`src/rtl/rc4_search_controller_if.sv`:
```
// Handshake and data bundle between the RC4 search controller and the board/core array.
interface rc4_search_controller_if #(
  parameter int unsigned NUM_CORES = 4,
  parameter int unsigned KEY_W     = 24,
  parameter int unsigned IDX_W     = 4
);
  logic                       start;
  logic                       rom_load_start;
  logic                       rom_load_done;
  logic                       core_start;
  logic                       core_stop;
  logic [NUM_CORES*KEY_W-1:0] core_base_key;
  logic [KEY_W-1:0]           core_key_step;
  logic [NUM_CORES-1:0]       core_done;
  logic [NUM_CORES-1:0]       core_found;
  logic [NUM_CORES*KEY_W-1:0] core_key;
  logic                       wb_start;
  logic                       wb_done;
  logic [IDX_W-1:0]           wb_sel;
  logic                       busy;
  logic                       found_valid;
  logic [KEY_W-1:0]           found_key;
  logic [IDX_W-1:0]           found_index;
  logic                       not_found;
  logic                       timeout;

  modport master (
    input  start, rom_load_done, core_done, core_found, core_key, wb_done,
    output rom_load_start, core_start, core_stop, core_base_key, core_key_step,
           wb_start, wb_sel, busy, found_valid, found_key, found_index, not_found, timeout
  );

  modport slave (
    output start, rom_load_done, core_done, core_found, core_key, wb_done,
    input  rom_load_start, core_start, core_stop, core_base_key, core_key_step,
           wb_start, wb_sel, busy, found_valid, found_key, found_index, not_found, timeout
  );
endinterface

```
`src/rtl/rc4_search_controller.sv`:
```
// RC4 key-search sequencer: ROM load, core launch, found/done arbitration, writeback.
// Optional macro SEARCH_TIMEOUT_EN adds a TIMEOUT_CYC limit on the SEARCH state.
module rc4_search_controller #(
  parameter int unsigned NUM_CORES   = 4,
  parameter int unsigned KEY_W       = 24,
  parameter int unsigned SEARCH_W    = 22,
  parameter int unsigned IDX_W       = 4,
  parameter int unsigned TIMEOUT_CYC = 2**26
) (
  input logic                     CLOCK_50,
  input logic                     reset_n,
  rc4_search_controller_if.master bus
);

  typedef enum logic [2:0] {
    S_IDLE, S_LOAD, S_LAUNCH, S_SEARCH, S_STOP, S_WB, S_FOUND, S_EXHAUSTED
  } state_t;

  localparam logic [KEY_W-1:0] KEY_ONES = '1;
  localparam logic [KEY_W-1:0] KEY_MASK = KEY_ONES >> (KEY_W - SEARCH_W);

  if (NUM_CORES < 1 || NUM_CORES > 16) begin : g_bad_cores
    $error("NUM_CORES must be 1..16");
  end
  if (IDX_W < $clog2(NUM_CORES) || IDX_W < 1) begin : g_bad_idx
    $error("IDX_W too narrow for NUM_CORES");
  end
  if (SEARCH_W > KEY_W || TIMEOUT_CYC < 1) begin : g_bad_cfg
    $error("SEARCH_W must not exceed KEY_W and TIMEOUT_CYC must be >= 1");
  end

  state_t           state_q, state_d;
  logic             core_start_q;
  logic             timeout_q;
  logic [IDX_W-1:0] found_index_q;
  logic [KEY_W-1:0] found_key_q;
  logic [IDX_W-1:0] hit_idx;
  logic [KEY_W-1:0] hit_key;
  logic             armed;
  logic             hit;
  logic             all_done;
  logic             limit;

  // Core flags are stale until the cores have seen core_start, so the
  // first SEARCH cycle (core_start high) does not arbitrate.
  assign armed    = ~core_start_q;
  assign hit      = armed & (|bus.core_found);
  assign all_done = armed & (&bus.core_done);

  // Lowest-numbered finder wins.
  always_comb begin
    hit_idx = '0;
    hit_key = '0;
    for (int unsigned i = NUM_CORES; i > 0; i--) begin
      if (bus.core_found[i-1]) begin
        hit_idx = IDX_W'(i - 1);
        hit_key = bus.core_key[(i-1)*KEY_W +: KEY_W];
      end
    end
  end

`ifdef SEARCH_TIMEOUT_EN
  logic [31:0] search_cnt;

  always_ff @(posedge CLOCK_50 or negedge reset_n) begin
    if (!reset_n) begin
      search_cnt <= '0;
    end else if (state_q != S_SEARCH) begin
      search_cnt <= '0;
    end else begin
      search_cnt <= search_cnt + 32'd1;
    end
  end

  assign limit = (state_q == S_SEARCH) && (search_cnt == 32'(TIMEOUT_CYC - 1));
`else
  assign limit = 1'b0;
`endif

  always_ff @(posedge CLOCK_50 or negedge reset_n) begin
    if (!reset_n) begin
      state_q <= S_IDLE;
    end else begin
      state_q <= state_d;
    end
  end

  always_comb begin
    state_d            = state_q;
    bus.rom_load_start = 1'b0;
    bus.core_stop      = 1'b0;
    bus.wb_start       = 1'b0;
    bus.busy           = 1'b1;
    bus.found_valid    = 1'b0;
    bus.not_found      = 1'b0;
    case (state_q)
      S_IDLE: begin
        bus.busy = 1'b0;
        if (bus.start) state_d = S_LOAD;
      end
      S_LOAD: begin
        bus.rom_load_start = 1'b1;
        if (bus.rom_load_done) state_d = S_LAUNCH;
      end
      S_LAUNCH: state_d = S_SEARCH;
      S_SEARCH: begin
        if (hit)                   state_d = S_STOP;
        else if (all_done || limit) state_d = S_EXHAUSTED;
      end
      S_STOP: begin
        bus.core_stop = 1'b1;
        bus.wb_start  = 1'b1;
        state_d       = S_WB;
      end
      S_WB: begin
        bus.core_stop = 1'b1;
        if (bus.wb_done) state_d = S_FOUND;
      end
      S_FOUND: begin
        bus.busy        = 1'b0;
        bus.core_stop   = 1'b1;
        bus.found_valid = 1'b1;
        if (bus.start) state_d = S_LOAD;
      end
      S_EXHAUSTED: begin
        bus.busy      = 1'b0;
        bus.core_stop = 1'b1;
        bus.not_found = 1'b1;
        if (bus.start) state_d = S_LOAD;
      end
      default: state_d = S_IDLE;
    endcase
  end

  always_ff @(posedge CLOCK_50 or negedge reset_n) begin
    if (!reset_n) begin
      core_start_q  <= 1'b0;
      timeout_q     <= 1'b0;
      found_index_q <= '0;
      found_key_q   <= '0;
    end else begin
      core_start_q <= (state_q == S_LAUNCH);
      if (state_q == S_SEARCH) begin
        if (hit) begin
          found_key_q   <= hit_key & KEY_MASK;
          found_index_q <= hit_idx;
        end else if (state_d == S_EXHAUSTED) begin
          found_key_q <= '0;
          timeout_q   <= limit;
        end
      end else if ((state_q == S_FOUND || state_q == S_EXHAUSTED) && bus.start) begin
        timeout_q <= 1'b0;
      end
    end
  end

  always_comb begin
    bus.core_base_key = '0;
    for (int unsigned i = 0; i < NUM_CORES; i++) begin
      bus.core_base_key[i*KEY_W +: KEY_W] = KEY_W'(i);
    end
  end

  assign bus.core_key_step = KEY_W'(NUM_CORES);
  assign bus.core_start    = core_start_q;
  assign bus.found_key     = found_key_q;
  assign bus.found_index   = found_index_q;
  assign bus.wb_sel        = found_index_q;
  assign bus.timeout       = timeout_q;

endmodule

```
`src/flat_wrapper.sv`:
```
// flat-port wrapper written by rule: the top's interface ports become plain ports
module rc4_search_controller_flat 
#(
  parameter int unsigned NUM_CORES   = 4,
  parameter int unsigned KEY_W       = 24,
  parameter int unsigned SEARCH_W    = 22,
  parameter int unsigned IDX_W       = 4,
  parameter int unsigned TIMEOUT_CYC = 2**26
)
  (CLOCK_50, reset_n, bus_start, bus_rom_load_done, bus_core_done, bus_core_found, bus_core_key, bus_wb_done, bus_rom_load_start, bus_core_start, bus_core_stop, bus_core_base_key, bus_core_key_step, bus_wb_start, bus_wb_sel, bus_busy, bus_found_valid, bus_found_key, bus_found_index, bus_not_found, bus_timeout);
  rc4_search_controller_if #(.NUM_CORES(NUM_CORES), .KEY_W(KEY_W), .IDX_W(IDX_W)) bus_i ();
  input logic CLOCK_50;
  input logic reset_n;
  input wire logic [$bits(bus_i.start)-1:0] bus_start;
  input wire logic [$bits(bus_i.rom_load_done)-1:0] bus_rom_load_done;
  input wire logic [$bits(bus_i.core_done)-1:0] bus_core_done;
  input wire logic [$bits(bus_i.core_found)-1:0] bus_core_found;
  input wire logic [$bits(bus_i.core_key)-1:0] bus_core_key;
  input wire logic [$bits(bus_i.wb_done)-1:0] bus_wb_done;
  output wire logic [$bits(bus_i.rom_load_start)-1:0] bus_rom_load_start;
  output wire logic [$bits(bus_i.core_start)-1:0] bus_core_start;
  output wire logic [$bits(bus_i.core_stop)-1:0] bus_core_stop;
  output wire logic [$bits(bus_i.core_base_key)-1:0] bus_core_base_key;
  output wire logic [$bits(bus_i.core_key_step)-1:0] bus_core_key_step;
  output wire logic [$bits(bus_i.wb_start)-1:0] bus_wb_start;
  output wire logic [$bits(bus_i.wb_sel)-1:0] bus_wb_sel;
  output wire logic [$bits(bus_i.busy)-1:0] bus_busy;
  output wire logic [$bits(bus_i.found_valid)-1:0] bus_found_valid;
  output wire logic [$bits(bus_i.found_key)-1:0] bus_found_key;
  output wire logic [$bits(bus_i.found_index)-1:0] bus_found_index;
  output wire logic [$bits(bus_i.not_found)-1:0] bus_not_found;
  output wire logic [$bits(bus_i.timeout)-1:0] bus_timeout;
  assign bus_i.start = bus_start;
  assign bus_i.rom_load_done = bus_rom_load_done;
  assign bus_i.core_done = bus_core_done;
  assign bus_i.core_found = bus_core_found;
  assign bus_i.core_key = bus_core_key;
  assign bus_i.wb_done = bus_wb_done;
  assign bus_rom_load_start = bus_i.rom_load_start;
  assign bus_core_start = bus_i.core_start;
  assign bus_core_stop = bus_i.core_stop;
  assign bus_core_base_key = bus_i.core_base_key;
  assign bus_core_key_step = bus_i.core_key_step;
  assign bus_wb_start = bus_i.wb_start;
  assign bus_wb_sel = bus_i.wb_sel;
  assign bus_busy = bus_i.busy;
  assign bus_found_valid = bus_i.found_valid;
  assign bus_found_key = bus_i.found_key;
  assign bus_found_index = bus_i.found_index;
  assign bus_not_found = bus_i.not_found;
  assign bus_timeout = bus_i.timeout;
  rc4_search_controller #(.NUM_CORES(NUM_CORES), .KEY_W(KEY_W), .SEARCH_W(SEARCH_W), .IDX_W(IDX_W), .TIMEOUT_CYC(TIMEOUT_CYC)) u_core (.CLOCK_50(CLOCK_50), .reset_n(reset_n), .bus(bus_i));
endmodule
```
`config.mk`:
```
export PLATFORM = sky130hd
export DESIGN_NAME = rc4_search_controller_flat
export DESIGN_NICKNAME = d
export VERILOG_FILES = /design/src/rtl/rc4_search_controller_if.sv /design/src/rtl/rc4_search_controller.sv /design/src/flat_wrapper.sv
export SDC_FILE = /design/constraint.sdc
export NUM_CORES = 1
export LEC_CHECK = 0
export CORE_AREA = 3 3 102 104
export CTS_BUF_LIST = sky130_fd_sc_hd__clkbuf_16
export DETAILED_ROUTE_END_ITERATION = 8
export DIE_AREA = 0 0 105 107
export GPL_TIMING_DRIVEN = 0
export PLACE_DENSITY = 0.82
export SLEW_MARGIN = 10
export SYNTH_ARGS = -nofsm -noshare
export SYNTH_HDL_FRONTEND = slang
export SYNTH_SLANG_ARGS = --single-unit
```
`constraint.sdc`:
```
create_clock -name CLOCK_50 -period 1.85 [get_ports CLOCK_50]
set_clock_uncertainty 0.2 [all_clocks]
set_input_delay 0.555 -clock CLOCK_50 [delete_from_list [all_inputs] [get_ports CLOCK_50]]
set_output_delay 0.555 -clock CLOCK_50 [all_outputs]
set_load 0.005 [all_outputs]
```
== Word level (Yosys, flattened, before mapping) ==
Index checks and enable logic that the tools add are counted.

* $add $sub $neg: 0
* Multipliers: 0
* Div/mod/pow operators: 0
* Magnitude comparators: 0
* Eq/ne operators: 10
* Shift operators: 0
* Multiplexer cells: 26
* Bitwise operators: 3
* Reduce and logical (&&, ||, !) cells: 12

{| class="wikitable"
|+ Operators with widths
! operator !! count
|-
| 22-bit 2-to-1 mux || 4
|-
| 24-bit 2-to-1 mux || 2
|-
| 3-bit case mux with 6 select lines || 1
|-
| 3-bit == test (second input constant) || 5
|-
| 3-bit 2-to-1 mux || 5
|-
| 4-bit 2-to-1 mux || 3
|-
| 1-bit 2-to-1 mux || 10
|-
| 4-bit OR reduction || 2
|-
| 3-bit by 2-bit == test with 1-bit output (second input constant) || 2
|-
| 2-bit inequality test (second input constant) || 2
|-
| 2-bit AND reduction || 2
|-
| 4-bit AND reduction || 1
|-
| 2-bit nonzero test || 2
|-
| 3-bit by 1-bit == test with 1-bit output (second input constant) || 1
|-
| 3-bit zero test || 1
|-
| 3-bit AND reduction || 1
|-
| 3-bit OR reduction || 1
|-
| 1-bit AND || 2
|-
| 2-bit 2-to-1 mux || 1
|-
| 1-bit logical AND || 1
|-
| 1-bit logical OR || 1
|-
| 1-bit NOT || 1
|}

* Register bits: 33
* Latch bits: 0
* Bits in writable memories: 0
* ROM bits: 0
* Output and inout port bits: 160
* Word-level logic and storage cells: 56
* Memories kept: 0

== Depth between registers and ports, before layout ==
Gate-level depths: netlist of run 1.

* Word-level depth: 9
* Depth in mapped cells: 5
* Depth with buffers taken out: 3

== Least setup slack after synthesis of run 1 ==
No wires, ideal clock.

* Path type: input port to flip-flop
* Start point: input port bus_core_found[2]
* End point: register u_core.found_key_q[0] (netlist: u_core.bus.found_key[0])
* Arrival time: 1.649 ns
* Required time: 1.555 ns
* Slack: -0.095 ns
* Cell stages on the path: 5
* Path buffers: 2
* Cell sequence: buf_6 > or4_4 > o21a_4 > buf_6 > o32ai_2

* Word-level cells in the longest chain between the ends: 7
* Elaborated cells between the ends (all ways): 11
* Those cells by class: 1 x eq/ne; 6 x mux; 1 x bitwise; 3 x reduce/logical

{| class="wikitable"
|+ Ends and longest elaborated chain
! item !! line !! RTL
|-
| from (decl) || flat_wrapper.sv:17 || <nowiki>input wire logic [$bits(bus_i.core_found)-1:0] bus_core_found;</nowiki>
|-
| 4-bit OR reduction || rc4_search_controller.sv:47 || <nowiki>assign hit = armed & (|bus.core_found);</nowiki>
|-
| 1-bit AND || rc4_search_controller.sv:47 ||
|-
| 3-bit 2-to-1 mux || rc4_search_controller.sv:107 || <nowiki>if (hit) state_d = S_STOP;</nowiki>
|-
| 3-bit case mux with 6 select lines || rc4_search_controller.sv:96 || <nowiki>case (state_q)</nowiki>
|-
| 3-bit == test || rc4_search_controller.sv:147 || <nowiki>end else if (state_d == S_EXHAUSTED) begin</nowiki>
|-
| 2-bit nonzero test (no line) || - ||
|-
| 2-bit AND reduction (no line) || - ||
|-
| to (signal assigned) || rc4_search_controller.sv:145 || <nowiki>found_key_q <= hit_key & KEY_MASK;</nowiki>
|-
| to (decl) || rc4_search_controller.sv:36 || <nowiki>logic [KEY_W-1:0] found_key_q;</nowiki>
|}

Several ways; a longest one is shown, not always the timed one.
A chain may end at the register's enable or synchronous reset.

== Final worst setup path of run 1 ==
* Start point: register u_core.state_q[2]
* End point: output port bus_busy

* Word-level cells in the longest chain between the ends: 3
* Elaborated cells between the ends (all ways): 5
* Those cells by class: 2 x eq/ne; 1 x mux; 2 x reduce/logical

{| class="wikitable"
|+ Ends and longest elaborated chain
! item !! line !! RTL
|-
| from (decl) || rc4_search_controller.sv:32 || <nowiki>state_t state_q, state_d;</nowiki>
|-
| from (signal assigned) || rc4_search_controller.sv:84 || <nowiki>state_q <= state_d;</nowiki>
|-
| 3-bit == test or 3-bit zero test (tied branches) || rc4_search_controller.sv:96 ||
|-
| 3-bit OR reduction (no line) * || - ||
|-
| 1-bit 2-to-1 mux * || rc4_search_controller.sv:96 ||
|-
| to (decl) || flat_wrapper.sv:27 || <nowiki>output wire logic [$bits(bus_i.busy)-1:0] bus_busy;</nowiki>
|}

Mark *: on every way between the ends. The rest lies on a longest branch, timed or not.

==> summary.txt, run 1 <==
Run status
  • Run status: finished, violations left
  • Failing checks: setup timing

Final layout
  • Design area: 0.00541 mm^2
  • Nets: 705
  • Layout Cells excl Fill: 727
  • Fill cells: 885
  • Synthesis-to-layout area growth: 94.1%
  • Most common cell after layout, fill and taps aside: buf_4
  • ANT cells: 0
  • Commonest cells after routing, fill and taps aside: 148 x buf_4, 127 x conb_1, 95 x clkdlybuf4s50_1
  • Share of cells above drive strength 1: 40.2%

Logic synthesis
  • Average instance area after synthesis: 9.05 um^2
  • Area share of the largest cell type after synthesis: 35.3%
  • Yosys top cell by area: buf_4
  • Gate Count Post-Synth: 308
  • Mapped cell area: 0.00279 mm^2
  • Synth area leaders: buf_4 35%, dfrtp_1 25%, o32ai_2 12%
  • Seq cells post-synth: 28
  • Synth warn: 0
  • Seq/Total Area, Yosys: 25.1%
  • Synth cell types: 30

Critical path
  • Reg2reg path depth: 7
  • Crit path buf inv count: 2
  • Crit-path cells: buf_8 > nor3_2 > a21oi_1 > buf_2
  • Worst EP arrival: 1200 ps
  • Slowest-stage cell, CP: dfrtp_1
  • Worst path required time: 1090 ps
  • Worst setup path class: register to primary output
  • Critical path peak fanout: 8
  • CP endpoint kind: primary output
  • CP top delay family: flip-flops
  • WP depth: 4
  • Slowest stage delay, CP: 420 ps
  • Worst Setup Start Kind: register

Routing
  • Via density: 4.02
  • DRC violations left: 0
  • Post-Route WL: 10800 um
  • Drt pass-1 iters: 4
  • Via count: 2922
  • Routed wire per std cell: 14.9 um
  • Routed Antenna Nets: 0
  • Initial drt markers: 112

STA
  • Final Hold Violating Endpoints: 0
  • Fin Setup TNS: -541 ps
  • Slew Limit Fails: 0
  • Minimum clock period: 1950 ps
  • WHS: 118 ps
  • RSZ-0062 raised after global routing: true
  • Slew @ Worst Pin: 675 ps
  • Slew margin rel.: 55.0%
  • Final worst-path cycle share: 105%
  • Max Fclk: 0.512 GHz
  • # setup viols final: 19
  • Final setup margin: -101 ps

Global route
  • Total GRT Usage: 17.4%
  • Largest net degree at the start of global routing: 29
  • Initial antenna violation count: 0
  • First-pass GRT wire length: 15600 um
  • GRT overflow: 0
  • Vias in the first global route: 3010

Placed design
  • Port bufs: 132
  • Post-Place Worst Slack: -844 ps
  • Dpl cells: 698
  • DP Wirelength: 7990 um
  • Placed Instance Area: 0.00475 mm^2
  • GPL Wtd Cong: 0.761

Power and ir drop
  • Pint: 3.21 mW
  • P_sw: 1.77 mW
  • Combinational fraction of design power: 68.0%
  • Clock Power Share: 10.2%
  • Peak VDD IR: 0.000735 V
  • Sequential share of power: 21.8%
  • PD cells: 921 mW/mm^2
  • Switching Fraction: 35.6%
  • Cell leakage power: 2.76 nW

Clock network
  • Sink Count: 28
  • Root Buffer: clkbuf_16
  • TritonCTS clock tree: built
  • CTS max path bufs: 2
  • Cts bufs inserted: 3
  • Clock transition at path regs: 70 ps
  • CTS H-tree lvls: 1
  • Clk_lat worst skew: 260 ps

Floorplanning
  • Die Height: 107 um
  • Die ar.: 0.0112 mm^2
  • Placeable Area: 0.00964 mm^2
  • # rows: 36
  • IO Pins: 269
  • Initial Util: 28.9%
  • Die width: 105 um

Job
  • Max Cap Viol: 0

Min path
  • Hold WC Path Type: input port to asynchronous set/reset pin
layer usage:
layer / up-vias / global-route usage (%) / part of all wire (%) / routed length [um]
met1: 1347 / 17.3 / 34 / 3670
met5: - / 0 / 0 / 0
met4: 0 / 4.31 / 1.7 / 182
li1: 1407 / - / - / -
met2: 153 / 35.0 / 57 / 6140
met3: 15 / 5.12 / 7.9 / 855
through the flow:
stage,power (mW),utilization [%]
6_report,4.98,56.1
5_1_grt,5.27,56.1
4_1_cts,4.54,54.1
3_5_place_dp,3.64,49.2
3_3_place_gp,3.57,49.3
2_1_floorplan,2.46,-
cell type report:
| cell class | instances | area, um^2 | share of cell area (%) |
|---|---|---|---|
| Multi-Input combinational cell | 229 | 1630 | 30.2 |
| Sequential cell | 28 | 701 | 13.0 |
| Timing Repair Buffer | 160 | 1540 | 28.5 |
| Buffer | 148 | 1190 | 22.0 |
| Clock buffer | 3 | 75.1 | 1.39 |
| Tap cell | 133 | 166 | 3.08 |
| Inverter | 26 | 100 | 1.85 |
power by group through the flow:
stage / sequential (mW) / clock, mW / combinational [mW]
6_report: 1.09 / 0.508 / 3.39
5_1_grt: 1.12 / 0.545 / 3.60
4_1_cts: 1.08 / 0.511 / 2.95
3_5_place_dp: 1.10 / 0 / 2.54
3_3_place_gp: 1.08 / 0 / 2.49
2_1_floorplan: 1.10 / 0 / 1.36
path summary, 6_finish.rpt:
path / startpoint / to / slack (ps)
setup reg to reg: u_core.state_q[0] / u_core.state_q[0] / -70
hold reg to reg: u_core.bus.found_key[20] / u_core.bus.found_key[20] / 330
hold / removal: reset_n / u_core.bus.found_key[9] / 120
min in group CLOCK_50: u_core.bus.found_key[20] / u_core.bus.found_key[20] / 330
setup / recovery: u_core.state_q[2] / bus_busy / -100
max in group asynchronous: reset_n / u_core.bus.found_key[18] / 900
synth_stat cells:
cell type	instances
a21o_1	2
a21oi_1	4
a221oi_1	22
a2bb2oi_1	1
a31o_2	1
a31oi_1	1
and4_1	1
buf_2	1
buf_4	131
buf_6	3
clkbuf_1	15
conb_1	2
dfrtp_1	28
inv_1	26
nand2_1	6
nand2b_1	2
nand4b_1	1
nor2_1	4
nor2b_1	2
nor3_1	2
nor3b_1	1
nor4bb_1	1
o21a_4	1
o21ai_0	1
o221a_2	1
o22ai_1	22
o32ai_1	3
o32ai_2	20
or2_2	2
or4_4	1
state kept, by name (all words and copies together) (netlist names):
| signal | count |
|---|---|
| u_core.bus.core_start | 1 |
| u_core.state_q | 3 |
| u_core.bus.found_key | 22 |
| u_core.bus.found_index | 2 |
kinds of logic (layout without fill, tap and decap cells):
logic type / count (synthesis) / in the layout / share of synthesized area (%)
other: 2 / 127 / 0.269
AO/OA/AOI/OAI: 79 / 79 / 27.7
AND/OR/NAND/NOR: 23 / 23 / 4.71
flip-flops: 28 / 28 / 25.1
buffers and inverters: 176 / 337 / 42.2
worst register-to-register path, stage by stage, from the launching register on:
cell	delay (ps)
dfrtp_1	410
buf_8	140
buf_4	130
buf_4	120
buf_4	130
or2_2	290
a21o_1	160
a31o_2	230
repair_timing:
action / CTS / global route
pin swaps: 7 / 11
hold buffers: 0 / 0
gates cloned: 2 / 2
setup buffers: 16 / 8
gates resized for setup: 128 / 21
endpoints found under the setup margin: 59 / 30
endpoints found under the hold margin: 0 / 0
No activity file was read; power rests on OpenSTA's default activity.
==> inputs of run 2 (changes only) <==
CORE_AREA = not set   (was 3 3 102 104)
CORE_MARGIN = 3   (was not set)
CORE_UTILIZATION = 27   (was not set)
DIE_AREA = not set   (was 0 0 105 107)
MAX_ROUTING_LAYER = met4   (was not set)
PLACE_DENSITY = 0.78   (was 0.82)
==> summary.txt, run 2 (synthesis gave the netlist of run 1 again) <==
Global route
  • Total GRT Usage: 17.2%
  • GRT overflow: 0
  • Vias in the first global route: 2893
  • First-pass GRT wire length: 15200 um
  • Initial antenna violation count: 0
  • Largest net degree at the start of global routing: 29

Final layout
  • Layout Cells excl Fill: 725
  • Most common cell after layout, fill and taps aside: buf_4
  • Design area: 0.00543 mm^2
  • Share of cells above drive strength 1: 40.7%
  • Nets: 703
  • Fill cells: 885
  • Multi-input logic area: 0.00168 mm^2
  • Storage element area: 702 um^2
  • Max FFs per register: 22
  • Post-Route Utilization: 54.8%
  • ANT cells: 0
  • Synthesis-to-layout area growth: 94.8%
  • Commonest cells after routing, fill and taps aside: 145 x buf_4, 127 x conb_1, 95 x clkdlybuf4s50_1

Routing
  • DRC violations left: 0
  • Initial drt markers: 81
  • Drt pass-1 iters: 4
  • Post-Route WL: 10500 um
  • Via density: 3.98
  • Routed Antenna Nets: 0
  • Via count: 2882
  • Routed wire per std cell: 14.5 um

Critical path
  • RR Startpoint: u_core.state_q[2]
  • Slowest stage delay, CP: 410 ps
  • Critical path peak fanout: 5
  • CP endpoint kind: primary output
  • Slowest-stage cell, CP: dfrtp_1
  • Crit-path cells: buf_8 > buf_6 > nor3_4 > buf_2
  • Worst Setup Start Kind: register
  • Worst setup path class: register to primary output
  • Worst path required time: 1090 ps
  • Launch point of the worst path: u_core.state_q[1]
  • Worst EP arrival: 1260 ps

STA
  • Fin Setup TNS: -450 ps
  • Slew margin rel.: 50.1%
  • Final worst-path cycle share: 109%
  • Slew @ Worst Pin: 749 ps
  • Max Fclk: 0.497 GHz
  • WHS: 122 ps
  • Slew Limit Fails: 0
  • Final Hold Violating Endpoints: 0
  • RSZ-0062 raised after global routing: true
  • # setup viols final: 5
  • Final setup margin: -164 ps
  • Minimum clock period: 2010 ps

Floorplanning
  • # rows: 36
  • Initial Util: 28.1%
  • Placeable Area: 0.00991 mm^2
  • Die Height: 108 um
  • IO Pins: 269
  • Die width: 108 um
  • Die ar.: 0.0116 mm^2

Run status
  • Run status: finished, violations left
  • Failing checks: setup timing

Clock network
  • CTS Hold Bufs: 0
  • Clock transition at path regs: 70 ps
  • CTS max path bufs: 2
  • CTS H-tree lvls: 1
  • TritonCTS clock tree: built
  • Cts bufs inserted: 3
  • Root Buffer: clkbuf_16
  • Clk_lat worst skew: 260 ps
  • Sink Count: 28

Placed design
  • DP Wirelength: 7810 um
  • Post-Place Worst Slack: -806 ps
  • Port bufs: 132
  • GPL Wtd Cong: 0.767
  • Placed Instance Area: 0.00475 mm^2
  • Dpl cells: 698

Power and ir drop
  • Peak VDD IR: 0.000635 V
  • PD cells: 902 mW/mm^2
  • Cell leakage power: 2.76 nW
  • Post-layout power: 4.90 mW

Job
  • Max Cap Viol: 0

Min path
  • Hold WC Path Type: input port to asynchronous set/reset pin
run 2: worst paths after layout:
kind / endpoint / slack (ps) / depth (start not counted)
worst max-delay path: bus_rom_load_start / -160 / 4
worst min-delay path: u_core.bus.found_key[7] / 120 / 1
worst max register to register: u_core.bus.found_key[21] / 40 / 6
worst min register to register: u_core.bus.found_key[16] / 330 / 2
max in group asynchronous: u_core.state_q[2] / 860 / 1
min in group CLOCK_50: u_core.bus.found_key[16] / 330 / 2
run 2: final cells by class:
| class | instances | area share [%] |
|---|---|---|
| Buffer | 147 | 21.7 |
| Clock buffer | 3 | 1.38 |
| Inverter | 26 | 1.80 |
| Multi-Input combinational cell | 229 | 31.0 |
| Sequential cell | 28 | 12.9 |
| Tap cell | 133 | 3.06 |
| Timing Repair Buffer | 159 | 28.2 |
run 2: critical path, delay by kind of cell (launching register included):
family | cells | cell delay (ps)
simple gates | 1 | 190
flops | 1 | 410
buf+inv | 3 | 410
run 2: what timing repair did:
action	CTS	global route
setup buffers	15	7
endpoints found under the setup margin	59	32
endpoints found under the hold margin	0	0
pin swaps	4	26
gates resized for setup	130	24
gates cloned	4	2
run 2: where the power goes:
part | leakage [nW] | switching [mW] | internal (mW)
Sequential | 0.341 | 0.164 | 0.921
Combinational | 2.38 | 1.36 | 1.95
Clock | 0.0370 | 0.215 | 0.288
Total | 2.76 | 1.74 | 3.16
run 2: layer usage:
| metal | share of wire, % | up-vias | GRT usage (%) |
|---|---|---|---|
| li1 | - | 1407 | - |
| met1 | 36 | 1313 | 18.2 |
| met2 | 55 | 148 | 32.1 |
| met3 | 7.7 | 14 | 3.54 |
| met4 | 1.8 | 0 | 5.14 |
| met5 | 0 | - | - |
==> RTL change (flow settings as in run 2) <==
Add a define of `SEARCH_TIMEOUT_EN`.
--- a/src/rtl/rc4_search_controller.sv
+++ b/src/rtl/rc4_search_controller.sv
@@ -1,4 +1,6 @@
 // RC4 key-search sequencer: ROM load, core launch, found/done arbitration, writeback.
 // Optional macro SEARCH_TIMEOUT_EN adds a TIMEOUT_CYC limit on the SEARCH state.
+`define SEARCH_TIMEOUT_EN
+
 module rc4_search_controller #(
   parameter int unsigned NUM_CORES   = 4,
Formal check against the unedited RTL: same outputs for any inputs over 10 cycles, from zero or initial values and one cycle with reset_n low; that may be too few to reach the edited logic, so the function may still have changed.
==> RTL change against run 2 <==
- worst setup slack worse by 0.15 ns
- first-iteration DRC count rose to 3.6 times the old value
- the flow still finishes with violations (negative setup slack)
- routed wire length up 44%
- sequential cell count up 33
- final area up 44%
- area after synthesis up 60%
- total power up 40%
- largest power group unchanged
==> RTL change: results (changes against run 2) <==
Vias/cell 4.47 (+13%); total met3 wirelength after detailed routing 1.02 mm (+26%); wire length after detailed routing 15.2 mm (+44%); Worst IR Drop VDD 0.000510 V (-20%); endpoint of the most critical register-to-register path u_core.search_cnt[26]; Metal-1 WL 5.48 mm (+45%); filler-free cell count of the finished design 1,059 (+46%); Inserted Clock Buffers 9 (+6); count of cells along the worst register-to-register path 5 (-1); leakage dissipation 3.71 nW (+34%); RR Startpoint u_core.search_cnt[9]; Final WS setup -0.317 ns (-0.153 ns); net load switching power 2.23 mW (+28%); leading cell types by count after synthesis sky130_fd_sc_hd__buf_4 (128), sky130_fd_sc_hd__dfrtp_1 (61), sky130_fd_sc_hd__nand2_1 (60); most area-consuming cells after synthesis sky130_fd_sc_hd__dfrtp_1 (34%), sky130_fd_sc_hd__buf_4 (22%), sky130_fd_sc_hd__o22ai_1 (6.0%); count of routing violations after the opening detailed-route iteration 294 (+260%); final setup violating endpoints 43 (+38); RD Place Congestion 0.896 (+17%); ratio of cells with drive above 1 in the final layout 0.377 (-0.0299); global-route wire length before repair 21.9 mm (+44%); Synth Instances 516 (+68%); outcome finished, violations left; number of buffers inserted by port buffering 133 (+0.76%); H-tree Lvls 3 (+2); clock latency of the later-clocked register in the worst-skew pair 0.34 ns (+0.08 ns); failing checks negative setup slack
## RTL change: power groups by stage
stage	clock network, mW	registers (mW)	logic [mW]
2_1_floorplan	0	1.88	1.16
6_report	1.76	1.89	3.19
4_1_cts	1.76	1.86	2.78
3_5_place_dp	0	1.93	2.39
3_3_place_gp	0	1.91	2.37
5_1_grt	1.84	1.91	3.45
## RTL change: critical path, stage by stage, from the launching register on
cell and delay (ns):
sky130_fd_sc_hd__dfrtp_2 0.40, sky130_fd_sc_hd__nand4_4 0.15, sky130_fd_sc_hd__or4_4 0.60, sky130_fd_sc_hd__buf_6 0.15
sky130_fd_sc_hd__or4_4 0.41, sky130_fd_sc_hd__a21oi_2 0.17
## RTL change: worst max path at each step
stage                                startpoint                        to  slack, ns  cells past startpoint
after floorplan            u_core.search_cnt[4]     u_core.search_cnt[24]      -0.31                      7
after global placement                  reset_n  u_core.bus.found_key[15]      -1.97                      1
after detailed placement      bus_core_found[1]   u_core.bus.found_key[5]      -0.98                      6
after CTS                 u_core.search_cnt[11]     u_core.search_cnt[26]      -0.29                      5
after global routing      u_core.search_cnt[10]     u_core.search_cnt[26]      -0.35                      5
final                      u_core.search_cnt[9]     u_core.search_cnt[26]      -0.32                      5
## RTL change: cell type report
class / instances / area [um^2]
plain buffers: 157 / 1200
clock inverters: 7 / 81.3
multi-input cells: 414 / 2750
fillers: 1441 / 8170
flip-flops and latches: 61 / 1540
clock buffers: 9 / 225
inverters: 4 / 15.0
well taps: 216 / 270
repair buffers: 191 / 1750
## RTL change: through the flow
| step | hold slack (ns) | setup slack [ns] | TNS (ns) |
|---|---|---|---|
| 6_report | 0.0855 | -0.317 | -7.96 |
| 5_1_grt | 0.156 | -0.350 | -12.04 |
| 3_5_place_dp | 0.315 | -0.985 | -32.54 |
| 2_1_floorplan | 0.0594 | -0.306 | -5.16 |
| 3_3_place_gp | 0.299 | -1.97 | -150.74 |
| 4_1_cts | 0.132 | -0.289 | -11.14 |
## RTL change: logic make-up (layout without fill, tap and decap cells)
family / after synthesis / in the layout / share of synthesized area
xor+xnor: 13 / 13 / 0.0256
other cells: 2 / 126 / 0.00169
buf+inv: 165 / 368 / 0.252
compound gates: 109 / 109 / 0.175
fa+ha+maj: 1 / 1 / 0.00281
flops: 61 / 61 / 0.343
simple gates: 162 / 162 / 0.193
mux: 3 / 3 / 0.00674
## RTL change: timing repair
item	in CTS	in global routing
setup buffers	46	13
gates resized for setup	125	105
endpoints found under the setup margin	92	63
pin swaps	14	17
gates cloned	2	0
## RTL change: layer usage
metal,vias to the layer above,track usage
li1,2250,-
met1,2203,0.158
met2,257,0.288
met3,29,0.0238
met4,0,0.0662
met5,-,-
